--- src/rtl/jt12_slot_ctl.sv ---
// jt12_slot_ctl
// Slot sequencer and write arbiter for a recirculating per-slot delay line.
// The external delay line is STAGES deep and WIDTH wide, and advances on clk_en.
// This block owns the slot counter and closes the delay line into a loop. It
// zero-fills the loop after reset. It then injects one CPU-side parameter write
// into the target slot's time position and leaves every other slot untouched.
//
// Ports
//   clk, rst_n       clock, asynchronous active-low reset
//   clk_en           slot advance enable (shared with the delay line)
//   wr_req           write request level, held until wr_ack
//   wr_slot/wr_data  target slot and value
//   wr_ack/wr_err    one-clk completion pulse, error when wr_slot >= STAGES
//   sh_dout          delay-line output (stored value of the current slot)
//   sh_din           delay-line input (combinational)
//   slot/op/ch/zero  current slot, slot/6, slot%6, slot==0
//   init_done        loop contents valid
module jt12_slot_ctl #(
    parameter int STAGES = 24,
    parameter int WIDTH  = 8
) (
    input  logic             clk,
    input  logic             rst_n,
    input  logic             clk_en,
    input  logic             wr_req,
    input  logic [4:0]       wr_slot,
    input  logic [WIDTH-1:0] wr_data,
    output logic             wr_ack,
    output logic             wr_err,
    input  logic [WIDTH-1:0] sh_dout,
    output logic [WIDTH-1:0] sh_din,
    output logic [4:0]       slot,
    output logic [1:0]       op,
    output logic [2:0]       ch,
    output logic             zero,
    output logic             init_done
);

    typedef enum logic [1:0] {INIT, IDLE, WAIT, DONE} state_t;

    localparam logic [4:0] LAST_SLOT = 5'(STAGES - 1);
    localparam logic [5:0] NUM_SLOTS = 6'(STAGES);
    localparam logic [5:0] INIT_LAST = 6'(STAGES - 1);

    state_t           state_q, state_d;
    logic [4:0]       slot_q, slot_d;
    logic [5:0]       init_cnt_q, init_cnt_d;
    logic             init_done_q, init_done_d;
    logic [4:0]       lat_slot_q, lat_slot_d;
    logic [WIDTH-1:0] lat_data_q, lat_data_d;
    logic             wr_ack_q, wr_ack_d;
    logic             wr_err_q, wr_err_d;
    logic             slot_match;

    assign slot_match = (slot_q == lat_slot_q);

    always_comb begin
        state_d     = state_q;
        slot_d      = slot_q;
        init_cnt_d  = init_cnt_q;
        init_done_d = init_done_q;
        lat_slot_d  = lat_slot_q;
        lat_data_d  = lat_data_q;
        wr_ack_d    = 1'b0;
        wr_err_d    = 1'b0;

        if (clk_en) begin
            slot_d = (slot_q == LAST_SLOT) ? 5'd0 : slot_q + 5'd1;
        end

        case (state_q)
            INIT: begin
                // One full revolution of zeros clears whatever the line held.
                if (clk_en) begin
                    init_cnt_d = init_cnt_q + 6'd1;
                    if (init_cnt_q == INIT_LAST) begin
                        init_done_d = 1'b1;
                        state_d     = IDLE;
                    end
                end
            end
            IDLE: begin
                // Acceptance is per clk, independent of clk_en. The wr_ack_q term
                // blocks re-acceptance of a request that has just been acked.
                if (wr_req && !wr_ack_q) begin
                    if ({1'b0, wr_slot} >= NUM_SLOTS) begin
                        wr_ack_d = 1'b1;
                        wr_err_d = 1'b1;
                        state_d  = DONE;
                    end else begin
                        lat_slot_d = wr_slot;
                        lat_data_d = wr_data;
                        state_d    = WAIT;
                    end
                end
            end
            WAIT: begin
                // Completes only on an enable edge. On that edge the delay line
                // takes the injected value.
                if (clk_en && slot_match) begin
                    wr_ack_d = 1'b1;
                    state_d  = DONE;
                end
            end
            DONE: begin
                state_d = IDLE;
            end
            default: begin
                state_d = INIT;
            end
        endcase
    end

    always_ff @(posedge clk or negedge rst_n) begin
        if (!rst_n) begin
            state_q     <= INIT;
            slot_q      <= 5'd0;
            init_cnt_q  <= 6'd0;
            init_done_q <= 1'b0;
            lat_slot_q  <= 5'd0;
            lat_data_q  <= '0;
            wr_ack_q    <= 1'b0;
            wr_err_q    <= 1'b0;
        end else begin
            state_q     <= state_d;
            slot_q      <= slot_d;
            init_cnt_q  <= init_cnt_d;
            init_done_q <= init_done_d;
            lat_slot_q  <= lat_slot_d;
            lat_data_q  <= lat_data_d;
            wr_ack_q    <= wr_ack_d;
            wr_err_q    <= wr_err_d;
        end
    end

    // Loop closure: zero-fill while initialising, then recirculate. While a
    // write is pending, the latched value replaces the target slot's data.
    always_comb begin
        sh_din = sh_dout;
        if (state_q == INIT) begin
            sh_din = '0;
        end else if (state_q == WAIT && slot_match) begin
            sh_din = lat_data_q;
        end
    end

    assign slot      = slot_q;
    assign op        = 2'(slot_q / 5'd6);
    assign ch        = 3'(slot_q % 5'd6);
    assign zero      = (slot_q == 5'd0);
    assign init_done = init_done_q;
    assign wr_ack    = wr_ack_q;
    assign wr_err    = wr_err_q;

endmodule

--- config.mk ---
export PLATFORM = sky130hd
export DESIGN_NAME = jt12_slot_ctl
export DESIGN_NICKNAME = d
export VERILOG_FILES = /design/src/rtl/jt12_slot_ctl.sv
export SDC_FILE = /design/constraint.sdc
export NUM_CORES = 1
export LEC_CHECK = 0
export BUFFER_PORTS_ARGS = -buffer_cell sky130_fd_sc_hd__buf_2
export CAP_MARGIN = 25
export CORE_ASPECT_RATIO = 0.7
export CORE_MARGIN = 4
export CORE_UTILIZATION = 40
export DETAILED_ROUTE_END_ITERATION = 16
export SETUP_SLACK_MARGIN = 0.2
export SLEW_MARGIN = 20
export SYNTH_ARGS = -nofsm -noshare
export SYNTH_HDL_FRONTEND = slang
export SYNTH_SLANG_ARGS = --single-unit
--- constraint.sdc ---
create_clock -name clk -period 4 [get_ports clk]
set_clock_uncertainty 0.15 [all_clocks]
set_input_delay 0.2 -clock clk [delete_from_list [all_inputs] [get_ports clk]]
set_output_delay 0.2 -clock clk [all_outputs]
set_load 0.03 [all_outputs]
Yosys cells after proc, flatten, opt, wreduce, memory -nomap -nowiden
Cells that the tools add are included.
- bits in registers: 29
- bits in latches: 0
- memory bits (writable): 0
- bits in read-only memories: 0
- input port bits: 25
- output and inout port bits: 22
- word-level logic and storage cells: 48
- memories kept: 0
- add/subtract/negate cells: 2
- $mul: 0
- divide/modulo/power cells: 2
- $lt $le $gt $ge: 1
- equal/unequal tests: 10
- shift operators: 0
- muxes and demuxes: 14
- bitwise gates (word level): 1
- reduce and logical (&&, ||, !) cells: 10
- operators by type and width (kind ; count):
    $mux W8 ; 2
    $mux W2 ; 4
    $ne A2 B2 Y1 const B ; 4
    $pmux W2 S4 ; 1
    $add A6 B1 Y6 const B ; 1
    $eq A6 B5 Y1 const B ; 1
    $reduce_and A3 Y1 ; 2
    $add A5 B1 Y5 const B ; 1
    $div A5 B3 Y5 const B ; 1
    $eq A5 B5 Y1 ; 1
    $eq A5 B5 Y1 const B ; 1
    $ge A5 B5 Y1 const B ; 1
    $logic_not A5 Y1 ; 1
    $mod A5 B3 Y5 const B ; 1
    $mux W1 ; 5
    $mux W5 ; 1
    $eq A2 B2 Y1 const B ; 2
    $reduce_and A4 Y1 ; 1
    $logic_and A1 B1 Y1 ; 3
    $eq A2 B1 Y1 const B ; 1
    $logic_not A2 Y1 ; 1
    $pmux W1 S2 ; 1
    $reduce_and A2 Y1 ; 1
    $logic_not A1 Y1 ; 1
    $not A1 Y1 ; 1

Logic depth before layout (Yosys ltp)
- word-level depth: 4
- depth in mapped cells: 10
- gate-level depth less buffers: 10

Worst setup path before layout
No wires, ideal clock.
- kind: reg-to-output
- start: register slot_q[3], in the netlist slot[3]
- end: output ch[1]
- arrival time: 3.483 ns
- data required time: 3.650 ns
- slack: 0.167 ns
- cell stages (with the launch flop): 10
- path through: dfrtp_1 nor2b_1 nand2_1 o21ai_0 mux2i_1 ha_1 a21o_2 o32a_1 a221o_2 xnor2_1
- cells in the longest elaborated chain, start to end: 1
- RTL lines (what ; RTL line ; RTL):
    from (decl) ; 46 ; logic [4:0] slot_q, slot_d;
    from (signal assigned) ; 126 ; slot_q <= slot_d;
    $mod A5 B3 Y5 ; 149 ; assign ch = 3'(slot_q % 5'd6);
    to (decl) ; 34 ; output logic [2:0] ch,
No other way between the ends.

Worst setup path in the final report
- start: register slot_q[3], in the netlist slot[3]
- end: output ch[2]
The elaborated chain is that of the path after synthesis.

==> results_dict.tcl <==
set metrics [dict create \
    seqPwrFrac 0.322 \
    slowest_stage "dfrtp_1" \
    seq_area_frac_synth 0.455 \
    antenna_cells 0 \
    vias 1213 \
    ant_nets 0 \
    fin_cells 244 \
    hold_violations 0 \
    fin_setup_tns_ps 0 \
    grt_pass1_vias 1231 \
    synth-main-ff-cell "dfrtp_1" \
    slew_headroom 0.577 \
    die_w_um 83.5 \
    yosysMostFrequentCell "dfrtp_1" \
    clock_latency_ps 270 \
    syn_to_final_growth_pct 21.8 \
    cts_root_buf "clkbuf_8" \
    dp.cells 235 \
    status "finished clean" \
    synthTopCellsByArea "dfrtp_1, mux2_2, ha_1" \
    synth_cell_types 35 \
    p_int_w 0.000916 \
    maxCapViolCount 0 \
    p_sw_w 0.000728 \
    numCtsBuffers 5 \
    portBuffers 46 \
    max_freq_ghz 0.292 \
    clock_path_buffers 2 \
    rows 18 \
    power_density_mw_per_mm2 846 \
    reg2reg_from "slot[1]" \
    cp_common_cell "ha_1" \
    cp_data_arrival_time_ps 3080 \
    power.share.combinational 0.544 \
    path_clk_slew_ps 60 \
    grt_overflow 0 \
    async_reset_ff_frac 1.00 \
    synth_nets 179 \
    ys_top_cells_by_count "dfrtp_1, nor2_1, mux2_2" \
    ir_worst_vdd_mv 0.425 \
    viasPerCell 4.97 \
    syn-mean-instance-area_um2 11.0 \
    worst_slack_ps 574 \
    drv_slew 0 \
    die_area_mm2 0.00508 \
    fin_nets 227 \
    stdcell_area_mm2 0.00194 \
    cts_resized 0 \
    drive_above_1_share 0.361 \
    p_total_w 0.00164 \
    synth-seq-cells 29 \
    yosysWarnings 0 \
    track_usage 0.150 \
    p_leak_nw 0.957 \
    worst_setup_path_end_kind "output pin" \
    synth_edf_count 0 \
    regToRegEndpoint "wr_ack" \
    drt-pass1-iter-count 4 \
    ff2ff_path_depth 5 \
    multi_input_area_um2 805 \
    wire_per_inst_um 14.5 \
    place_congestion 0.697 \
    cpPeakStageDelay_ps 450 \
    place_hpwl_um 2790 \
    nFillCells 349 \
    h-tree-depth 2 \
    p_clk_frac 0.134 \
    finalCritPeriodShare 0.856 \
    tritoncts "built" \
    grt_pass1_wl_um 5890 \
    synth.top_cell.area_share 0.455 \
    grt_max_degree 30 \
    synthCells 145 \
    fin_crit_ps 3430 \
    hold_depth 2 \
    swShare 0.443 \
    path_class "flop to output pin" \
    worst_slew_pin_slew_ps 635 \
    synth_top_area_cell "dfrtp_1" \
    reg2reg_slack_ps 1980 \
    required_ps 3650 \
    start_util 0.435 \
    register_area_um2 726 \
    core-area_mm2 0.00367 \
    hold_class "input port to flop" \
    crit_chain "nor2b_1 -> nand2_1 -> ha_1 -> o21ai_1 -> mux2i_1 -> ha_1 -> a21o_2 -> o32a_1 -> a221o_2 -> mux2_4 -> buf_2" \
    worstHoldEndpoint "lat_data_q[6]" \
    min-delay-start "wr_data[6]" \
    clock_sink_count 29 \
    place_ws_ps 879 \
    setup_viol 0 \
    placed_cell_area_mm2 0.00185 \
    drc_errors 0 \
    rsz0062_at_grt "no" \
    grt_antenna_before_repair 0 \
    drtIter0Drc 35 \
    ios 47 \
    drt-total-wl_um 3540 \
    die_h_um 60.8 \
    post-cts-setup-buffers 0 \
    netlist_area_mm2 0.00160 \
    worstPathMaxFanout 7 \
    crit_path_start_kind "flop" \
]
-- cell usage in the layout, fill, tap and decap left out, types with 2 or more instances in the layout --
cell type	n
buf_2	46
dfrtp_1	29
nor2_1	15
mux2_2	14
mux2i_1	9
ha_1	9
inv_1	8
xnor2_1	8
nand3_1	7
nand2_1	5
clkbuf_8	5
xor2_1	4
nor2b_1	3
nand4_1	3
clkbuf_1	3
a21oi_1	2
nand2b_1	2
o21ai_0	2
and3_1	2
a21o_1	2
-- power groups by stage --
stage | Clock [W] | Sequential (W) | Combinational, W
2_1_floorplan | 0 | 0.000540 | 0.000672
3_3_place_gp | 0 | 0.000524 | 0.000875
5_1_grt | 0.000247 | 0.000550 | 0.000971
4_1_cts | 0.000227 | 0.000529 | 0.000901
3_5_place_dp | 0 | 0.000534 | 0.000897
6_report | 0.000220 | 0.000529 | 0.000894
-- area by class of cell --
cell class | instances | share of cell area
multi-input combinational | 102 | 0.414
sequential | 29 | 0.373
timing repair buffer | 47 | 0.124
clock buffer | 8 | 0.0412
tap | 50 | 0.0322
inverter | 8 | 0.0155
-- logic make-up after synthesis --
kind of cell / Yosys count / share of synthesized area
AOI/OAI and AO/OA: 13 / 0.0596
xor gates and xnor gates: 12 / 0.0659
adders and majority gates: 10 / 0.0776
buffers and inverters: 14 / 0.0408
DFF: 29 / 0.455
muxes: 24 / 0.165
and+or+nand+nor: 43 / 0.136
-- metal layers --
| metal | share of wire | global-route usage |
|---|---|---|
| met5 | 0 | 0 |
| met4 | 0.020 | 0.0550 |
| met3 | 0.036 | 0.0434 |
| met2 | 0.47 | 0.244 |
| met1 | 0.47 | 0.195 |
-- through the flow --
step / util / hold slack, ps
2_1_floorplan: - / -246
4_1_cts: 0.529 / 7.41
6_report: 0.529 / 12.2
3_5_place_dp: 0.505 / 114
3_3_place_gp: 0.505 / 98.8
5_1_grt: 0.529 / 2.09
-- critical path: cells and delay by family (launching register included) --
family                   cells  cell delay [ps]
AO/OA/AOI/OAI                4              840
adder cells (fa/ha/maj)      2              490
buffers and inverters        1              170
flip-flops                   1              450
multiplexers                 2              430
AND/OR/NAND/NOR              2              420
-- state kept, by name, indices dropped and copies added, names as in the netlist --
| signal | cells |
|---|---|
| lat_slot_q | 5 |
| wr_ack | 1 |
| lat_data_q | 8 |
| init_cnt_q | 6 |
| slot | 5 |
| wr_err | 1 |
| init_done | 1 |
| state_q | 2 |
-- worst max-delay path by stage --
stage / from / endpoint / slack [ps] / depth (start not counted)
after floorplan: slot[3] / ch[1] / 400 / 10
after global placement: slot[3] / ch[2] / 1050 / 11
after detailed placement: slot[3] / ch[2] / 880 / 11
after CTS: slot[3] / ch[2] / 580 / 11
after global routing: slot[3] / ch[2] / 410 / 11
final: slot[3] / ch[2] / 570 / 11
-- repair_timing --
action                                  in CTS  in global routing
hold buffers                                 1                  0
endpoints found under the setup margin       0                  0
hold endpoints to repair                    29                  0
Power figures use the tool's default switching activity.
